==> config.mk <==
export PLATFORM = sky130hd
export DESIGN_NAME = bsg_front_side_bus_hop_out_multi
export DESIGN_NICKNAME = d
export VERILOG_FILES = /design/src/rtl/bsg_front_side_bus_hop_out_multi.sv
export SDC_FILE = /design/constraint.sdc
export NUM_CORES = 1
export LEC_CHECK = 0
export ABC_AREA = 1
export BUFFER_PORTS_ARGS = -buffer_cell sky130_fd_sc_hd__clkbuf_2
export CAP_MARGIN = 5
export CORE_MARGIN = 1.5
export CORE_UTILIZATION = 40
export DETAILED_ROUTE_END_ITERATION = 8
export PLACE_DENSITY = 0.69
export SYNTH_ARGS = -nofsm -noshare
export SYNTH_HDL_FRONTEND = slang
export SYNTH_SLANG_ARGS = --single-unit
export TNS_END_PERCENT = 100
==> constraint.sdc <==
create_clock -name clk_i -period 1.9 [get_ports clk_i]
set_input_delay 0.475 -clock clk_i [delete_from_list [all_inputs] [get_ports clk_i]]
set_output_delay 0.475 -clock clk_i [all_outputs]
set_load 0.01 [all_outputs]
==> src/rtl/bsg_front_side_bus_hop_out_multi.sv <==
// Outbound FSB hop: arbitrates num_in_p valid/yumi channels into one
// valid/ready stream through an els_p-deep FIFO (fixed priority or round-robin).
module bsg_front_side_bus_hop_out_multi #(
  parameter int width_p  = 16,
  parameter int num_in_p = 2,
  parameter int els_p    = 2,
  parameter int rr_p     = 0
) (
  input  logic                          clk_i,
  input  logic                          reset_i,
  input  logic [num_in_p-1:0]           v_i,
  input  logic [num_in_p*width_p-1:0]   data_i,
  output logic [num_in_p-1:0]           yumi_o,
  output logic                          v_o,
  output logic [width_p-1:0]            data_o,
  input  logic                          ready_i,
  output logic [$clog2(els_p+1)-1:0]    count_o
);

  localparam int ptr_w_lp = (els_p > 1) ? $clog2(els_p) : 1;
  localparam int sel_w_lp = (num_in_p > 1) ? $clog2(num_in_p) : 1;
  localparam int cnt_w_lp = $clog2(els_p + 1);

  logic [width_p-1:0]  mem_q [els_p];
  logic [ptr_w_lp-1:0] head_q, head_d, tail_q, tail_d;
  logic [sel_w_lp-1:0] rr_ptr_q, rr_ptr_d;
  logic [cnt_w_lp-1:0] count_q, count_d;
  logic                full_q, full_d, empty_q, empty_d;

  logic                grant_v;
  logic [sel_w_lp-1:0] grant_idx;
  logic [width_p-1:0]  grant_data;
  logic                enq, deq;

  // Channel index reached by starting at base and stepping off places, wrapping.
  function automatic int rot_idx(input int base, input int off);
    int s;
    s = base + off;
    if (s >= num_in_p) s = s - num_in_p;
    return s;
  endfunction

  // Explicit compare-to-last wrap keeps non-power-of-two depths legal.
  function automatic logic [ptr_w_lp-1:0] wrap_inc(input logic [ptr_w_lp-1:0] p);
    return (p == ptr_w_lp'(els_p - 1)) ? '0 : p + 1'b1;
  endfunction

  // In fixed mode rr_ptr_q never leaves 0, so the scan is plain lowest-index-first.
  always_comb begin
    grant_v    = 1'b0;
    grant_idx  = '0;
    grant_data = '0;
    for (int i = 0; i < num_in_p; i++) begin
      if (!grant_v && v_i[rot_idx(int'(rr_ptr_q), i)]) begin
        grant_v    = 1'b1;
        grant_idx  = sel_w_lp'(rot_idx(int'(rr_ptr_q), i));
        grant_data = data_i[rot_idx(int'(rr_ptr_q), i)*width_p +: width_p];
      end
    end
  end

  always_comb begin
    yumi_o = '0;
    if (grant_v && !full_q && !reset_i) yumi_o[grant_idx] = 1'b1;
  end

  assign enq = |yumi_o;
  assign deq = !empty_q && ready_i;

  always_comb begin
    head_d   = head_q;
    tail_d   = tail_q;
    rr_ptr_d = rr_ptr_q;
    count_d  = count_q;
    if (deq) head_d = wrap_inc(head_q);
    if (enq) tail_d = wrap_inc(tail_q);
    if (enq && (rr_p != 0))
      rr_ptr_d = (grant_idx == sel_w_lp'(num_in_p - 1)) ? '0 : grant_idx + 1'b1;
    if (enq && !deq)      count_d = count_q + 1'b1;
    else if (!enq && deq) count_d = count_q - 1'b1;
    full_d  = (count_d == cnt_w_lp'(els_p));
    empty_d = (count_d == '0);
  end

  always_ff @(posedge clk_i or posedge reset_i) begin
    if (reset_i) begin
      head_q   <= '0;
      tail_q   <= '0;
      rr_ptr_q <= '0;
      count_q  <= '0;
      full_q   <= 1'b0;
      empty_q  <= 1'b1;
    end else begin
      head_q   <= head_d;
      tail_q   <= tail_d;
      rr_ptr_q <= rr_ptr_d;
      count_q  <= count_d;
      full_q   <= full_d;
      empty_q  <= empty_d;
    end
  end

  // Payload storage carries no reset; only the control state above does.
  always_ff @(posedge clk_i) begin
    if (enq) mem_q[tail_q] <= grant_data;
  end

  assign v_o     = !empty_q;
  assign data_o  = mem_q[head_q];
  assign count_o = count_q;

endmodule

Word level (Yosys, flattened, before mapping)
Memory sizes are Yosys's and may differ from the RTL's.
Cells that the tools add are included.
{"block": "word_totals", "word_cells": 46, "mem_count": 1, "ram_bits": 32, "register_bits": 6, "output_inout_bits": 21}
{"name": "mem_q", "words": 2, "width": 16, "rd": 1, "rd_ports_with_merged_regs": 0, "wr": 1, "line_no": "24", "text": "logic [width_p-1:0] mem_q [els_p];"}
{"block": "op_classes", "n_mux": 16, "n_lt_le_gt_ge": 2, "shift": 2, "addsub": 4, "reduce_logical": 15, "eq_ne": 1}
{"operator": "$shiftx A32 B32 Y16", "count": 2}
{"operator": "$mux W28", "count": 2}
{"operator": "$mux W16", "count": 2}
{"operator": "$mux W1", "count": 8}
{"operator": "$logic_and A1 B1 Y1", "count": 7}
{"operator": "$logic_not A1 Y1", "count": 6}
{"operator": "$mux W2", "count": 3}
{"operator": "$add A1 B1 Y1 const B", "count": 2}
{"operator": "$add A2 B1 Y2 const B", "count": 1}
{"operator": "$eq A2 B2 Y1 const B", "count": 1}
{"operator": "$logic_not A2 Y1", "count": 1}
{"operator": "$lt A1 B2 Y1 const B", "count": 1}
{"operator": "$reduce_or A2 Y1", "count": 1}
{"operator": "$sub A2 B1 Y2 const B", "count": 1}
{"operator": "$demux W1 S1", "count": 1}
{"operator": "$ge A1 B1 Y1 const B", "count": 1}

Depth between registers and ports, before layout
{"block": "depth", "ltp_word": 15, "mapped_depth": 10, "ltp_nobuf": 9}

Least setup slack after synthesis
OpenSTA, ideal clock, no wires.
{"block": "synth_path", "path_type": "input -> register", "from": "input port v_i[0]", "to": "memory mem_q[1][0], enable pin", "path_buffers": 1, "path_slack_ps": 6, "setup_ps": 390, "arrival_ps": 1504, "required_time_ps": 1510, "stages": 5, "path_cell_list": "buf_6 inv_2 nand2_4 nand2_4 nor2_1"}
{"block": "synth_via", "elab_chain_len": 12, "word_cells_on_any_way": 16}
{"item": "start: declaration", "line_no": "11", "text": "input logic [num_in_p-1:0] v_i,"}
{"item": "$mux W1 *", "line_no": "54", "text": "if (!grant_v && v_i[rot_idx(int'(rr_ptr_q), i)]) begin"}
{"item": "$logic_not A1 Y1", "line_no": "54"}
{"item": "$logic_and A1 B1 Y1", "line_no": "54"}
{"item": "$mux W1", "line_no": "54"}
{"item": "$lt A1 B2 Y1 (implied by the code) / $ge A1 B1 Y1 (equally long branches)", "line_no": "64", "text": "if (grant_v && !full_q && !reset_i) yumi_o[grant_idx] = 1'b1;"}
{"item": "$logic_and A1 B1 Y1 (implied by the code)", "line_no": "64"}
{"item": "$mux W1 (implied by the code)", "line_no": "64"}
{"item": "$demux W1 S1", "line_no": "64"}
{"item": "$mux W2 *", "line_no": "64"}
{"item": "$reduce_or A2 Y1 *", "line_no": "67", "text": "assign enq = |yumi_o;"}
{"item": "$mux W1 *", "line_no": "105", "text": "if (enq) mem_q[tail_q] <= grant_data;"}
{"item": "$mux W1 (implied by the code) *", "line_no": "105"}
{"item": "end: declaration", "line_no": "24"}
Every way passes the cells marked *; elsewhere a longest branch is shown, timed or not.

Final worst setup path
{"block": "layout_path", "from": "register head_q", "to": "output port data_o[6]"}
{"block": "layout_via", "elab_chain_len": 1}
{"item": "start: declaration", "line_no": "25", "text": "logic [ptr_w_lp-1:0] head_q, head_d, tail_q, tail_d;"}
{"item": "start signal: assignment", "line_no": "87", "text": "head_q <= '0;"}
{"item": "start signal: assignment", "line_no": "94", "text": "head_q <= head_d;"}
{"item": "$mem_v2 Z2 W16"}
{"item": "end: declaration", "line_no": "15", "text": "output logic [width_p-1:0] data_o,"}
No other way between the ends.

==> results.py <==
metrics = {
    "power_and_ir_drop": {
        "internal_power_uw": 1823,
        "sw_frac_of_total_pct": 32.10,
        "peakVddDrop_mv": 0.5412,
        "clock_power_share_pct": 19.2,
        "p_comb_share_pct": 36.6,
        "power_frac_seq_pct": 44.2,
        "switching_power_uw": 862.0,
        "p_leak_uw": 0.0009193,
        "finalPower_uw": 2685,
        "p_per_area_mw_per_mm2": 1272,
    },
    "yosys": {
        "avgSynthCellArea_sq_um": 15.35,
        "synth_top_area_share_pct": 57.44,
        "synth_area_leaders": "edfxtp_1, mux2_2, a22o_1",
        "ys_ff_latch": 38,
        "seq_area_frac_synth_pct": 66.49,
        "synthesis.instances": 109,
        "synth_nets": 146,
        "yosysTopAreaCell": "edfxtp_1",
        "synth_cell_types": 22,
        "syn-cell-area_sq_mm": 0.001673,
        "ys_warn_count": 0,
    },
    "critical_path": {
        "worstPathMaxFanout": 16,
        "worstPathArrival_ps": 1360,
        "worst_ep_required_time_ps": 1420,
        "worst_setup_path_start_kind": "flip-flop",
        "worstSetupPathType": "reg -> out",
        "worstSetupEndpointType": "primary output",
    },
    "sta": {
        "tightest_slew_ps": 444.6,
        "slew_viol_final": 0,
        "hold_viol": 0,
        "setup_viol": 0,
        "rsz0062_at_grt": "no",
        "fin_tns_setup_ps": 0,
        "fin_crit_ps": 1834,
        "skew_ps": 1.416,
        "finalCritPeriodShare_pct": 96.52,
        "relSlewSlack_pct": 70.29,
        "clock.fmax_mhz": 545.3,
    },
    "cells_and_area": {
        "multi_input_area_sq_um": 496.7,
        "final_net_count": 209,
        "diodes": 0,
        "drive_gt1_share_pct": 57.80,
        "nFillCells": 354,
        "final_cells": 223,
        "area_growth_pct": 26.18,
        "layout.area.seq_sq_mm": 0.001112,
    },
    "die": {
        "row_count": 23,
        "die-area_sq_mm": 0.004579,
        "die_y_um": 67.67,
        "initial_core_util_pct": 41.82,
        "num_io_pins": 58,
        "die_w_um": 67.67,
        "coreArea_sq_mm": 0.004000,
    },
    "global_routing": {
        "groute.usage.overall_pct": 15.94,
        "antenna_found_initial": 0,
        "grt_pass1_wl_um": 5106,
        "grt_pass1_vias": 1133,
        "gr-total-overflow": 0,
        "grt_max_degree": 18,
    },
    "status": {
        "outcome": "finished clean",
    },
    "detailed_routing": {
        "firstDrtPassIters": 4,
        "route.detailed.drc": 0,
        "ant_nets": 0,
        "drt_iter0_drc": 32,
        "via_per_inst": 5.063,
        "routed_wl_um": 3351,
        "routedWlPerCell_um": 15.03,
        "num_vias": 1129,
    },
    "cts": {
        "cts_root_buf": "clkbuf_8",
        "post_cts_buffers": 0,
        "cts_resized": 0,
        "h-tree-depth": 2,
        "cts_buffer_depth": 2,
        "cts_tree": "done",
        "cts_num_sinks": 38,
        "numCtsBuffers": 5,
        "clkTransAtPathRegs_ps": 70,
        "hold_buffers": 0,
        "clock_latency_ps": 290,
    },
    "placed_design": {
        "gp_congestion": 0.7162,
        "hpwl_um": 2443,
        "port_buffers": 57,
        "dp_cells": 215,
    },
    "flow_run": {
        "maxCapViolations": 0,
    },
    "hold_path": {
        "hp-class": "in -> async",
    },
}
## power by group through the flow
stage               sequential [uW]  combinational [uW]  clock, uW
finish                         1190                 982        517
global route                   1200                1070        572
CTS                            1190                1000        529
detailed placement             1200                 997          0
global placement               1190                 973          0
floorplan                      1190                 652          0
## Yosys cell counts, drive strengths merged
cell type and count:
a21oi 2, a22o 16, buf 5, dfrtp 5, dfstp 1, edfxtp 32, inv 8, mux2 16
nand2 12, nand3 3, nor2 7, nor3 1, xnor2 1
## metrics by stage
step / setup WS (ps) / util (%) / hold WS, ps / cell area [sq um]
final: 66.10 / 52.77 / 99.00 / 2111
after global routing: 20.76 / 52.77 / 123.3 / 2111
after CTS: 62.54 / 52.77 / 103.3 / 2111
after detailed placement: 151.2 / 50.74 / 409.7 / 2029
after global placement: 182.2 / 50.74 / 400.6 / 2029
after floorplan: 5.670 / - / 265.2 / 1673
## logic make-up after synthesis
family | synth area share [%]
XOR/XNOR | 0.5237
buffers and inverters | 3.814
flip-flops | 66.49
multiplexers | 10.77
AO/OA/AOI/OAI | 9.199
AND/OR/NAND/NOR | 9.198
## final timing paths
path,startpoint,to,slack (ps),cells past startpoint
worst min register to register,head_q,head_q,540,1
worst max register to register,full_q,mem_q[1][10],440,4
worst min-delay path,reset_i,full_q,100,2
max in group asynchronous,reset_i,empty_q,1540,2
worst max-delay path,head_q,data_o[6],70,3
min in group clk_i,data_i[20],mem_q[1][4],500,2
## flip-flops by register name (all words and copies together) (netlist names)
name	count
full_q	1
head_q	1
tail_q	1
empty_q	1
mem_q	32
count_o	2
## area by class of cell
cell class              count  area share [%]
clock buffers               6           3.438
clock inverters             2          0.4149
inverters                   8           1.423
multi-input cells          58           23.53
flip-flops and latches     38           52.70
well taps                  50           2.964
repair buffers             61           15.53
## metal layers
layer  routed length (um)  vias to the layer above  GRT usage (%)  part of all wire (%)
met5                    0                        -              0                     0
li1                     -                      529              -                     -
met2                 1887                       37          31.25                    56
met3                  167                        7          3.667                   5.0
met4                   59                        0          7.653                   1.8
met1                 1237                      556          15.29                    37
## worst max-delay path, cell delays in order (launching register included)
cell,delay [ps]
dfrtp_1,410
buf_12,170
mux2_2,350
clkbuf_2,130
## cell usage in the layout (no fill, tap or decap), drive strengths merged
| cell type | n |
|---|---|
| clkbuf | 63 |
| edfxtp | 32 |
| a22o | 16 |
| mux2 | 16 |
| nand2 | 12 |
| inv | 8 |
| nor2 | 7 |
| dfrtp | 5 |
| buf | 4 |
| nand3 | 3 |
| a21oi | 2 |
| clkinv | 2 |
| xnor2 | 1 |
| nor3 | 1 |
| dfstp | 1 |
Note: power is estimated with default switching activity, not from simulation.
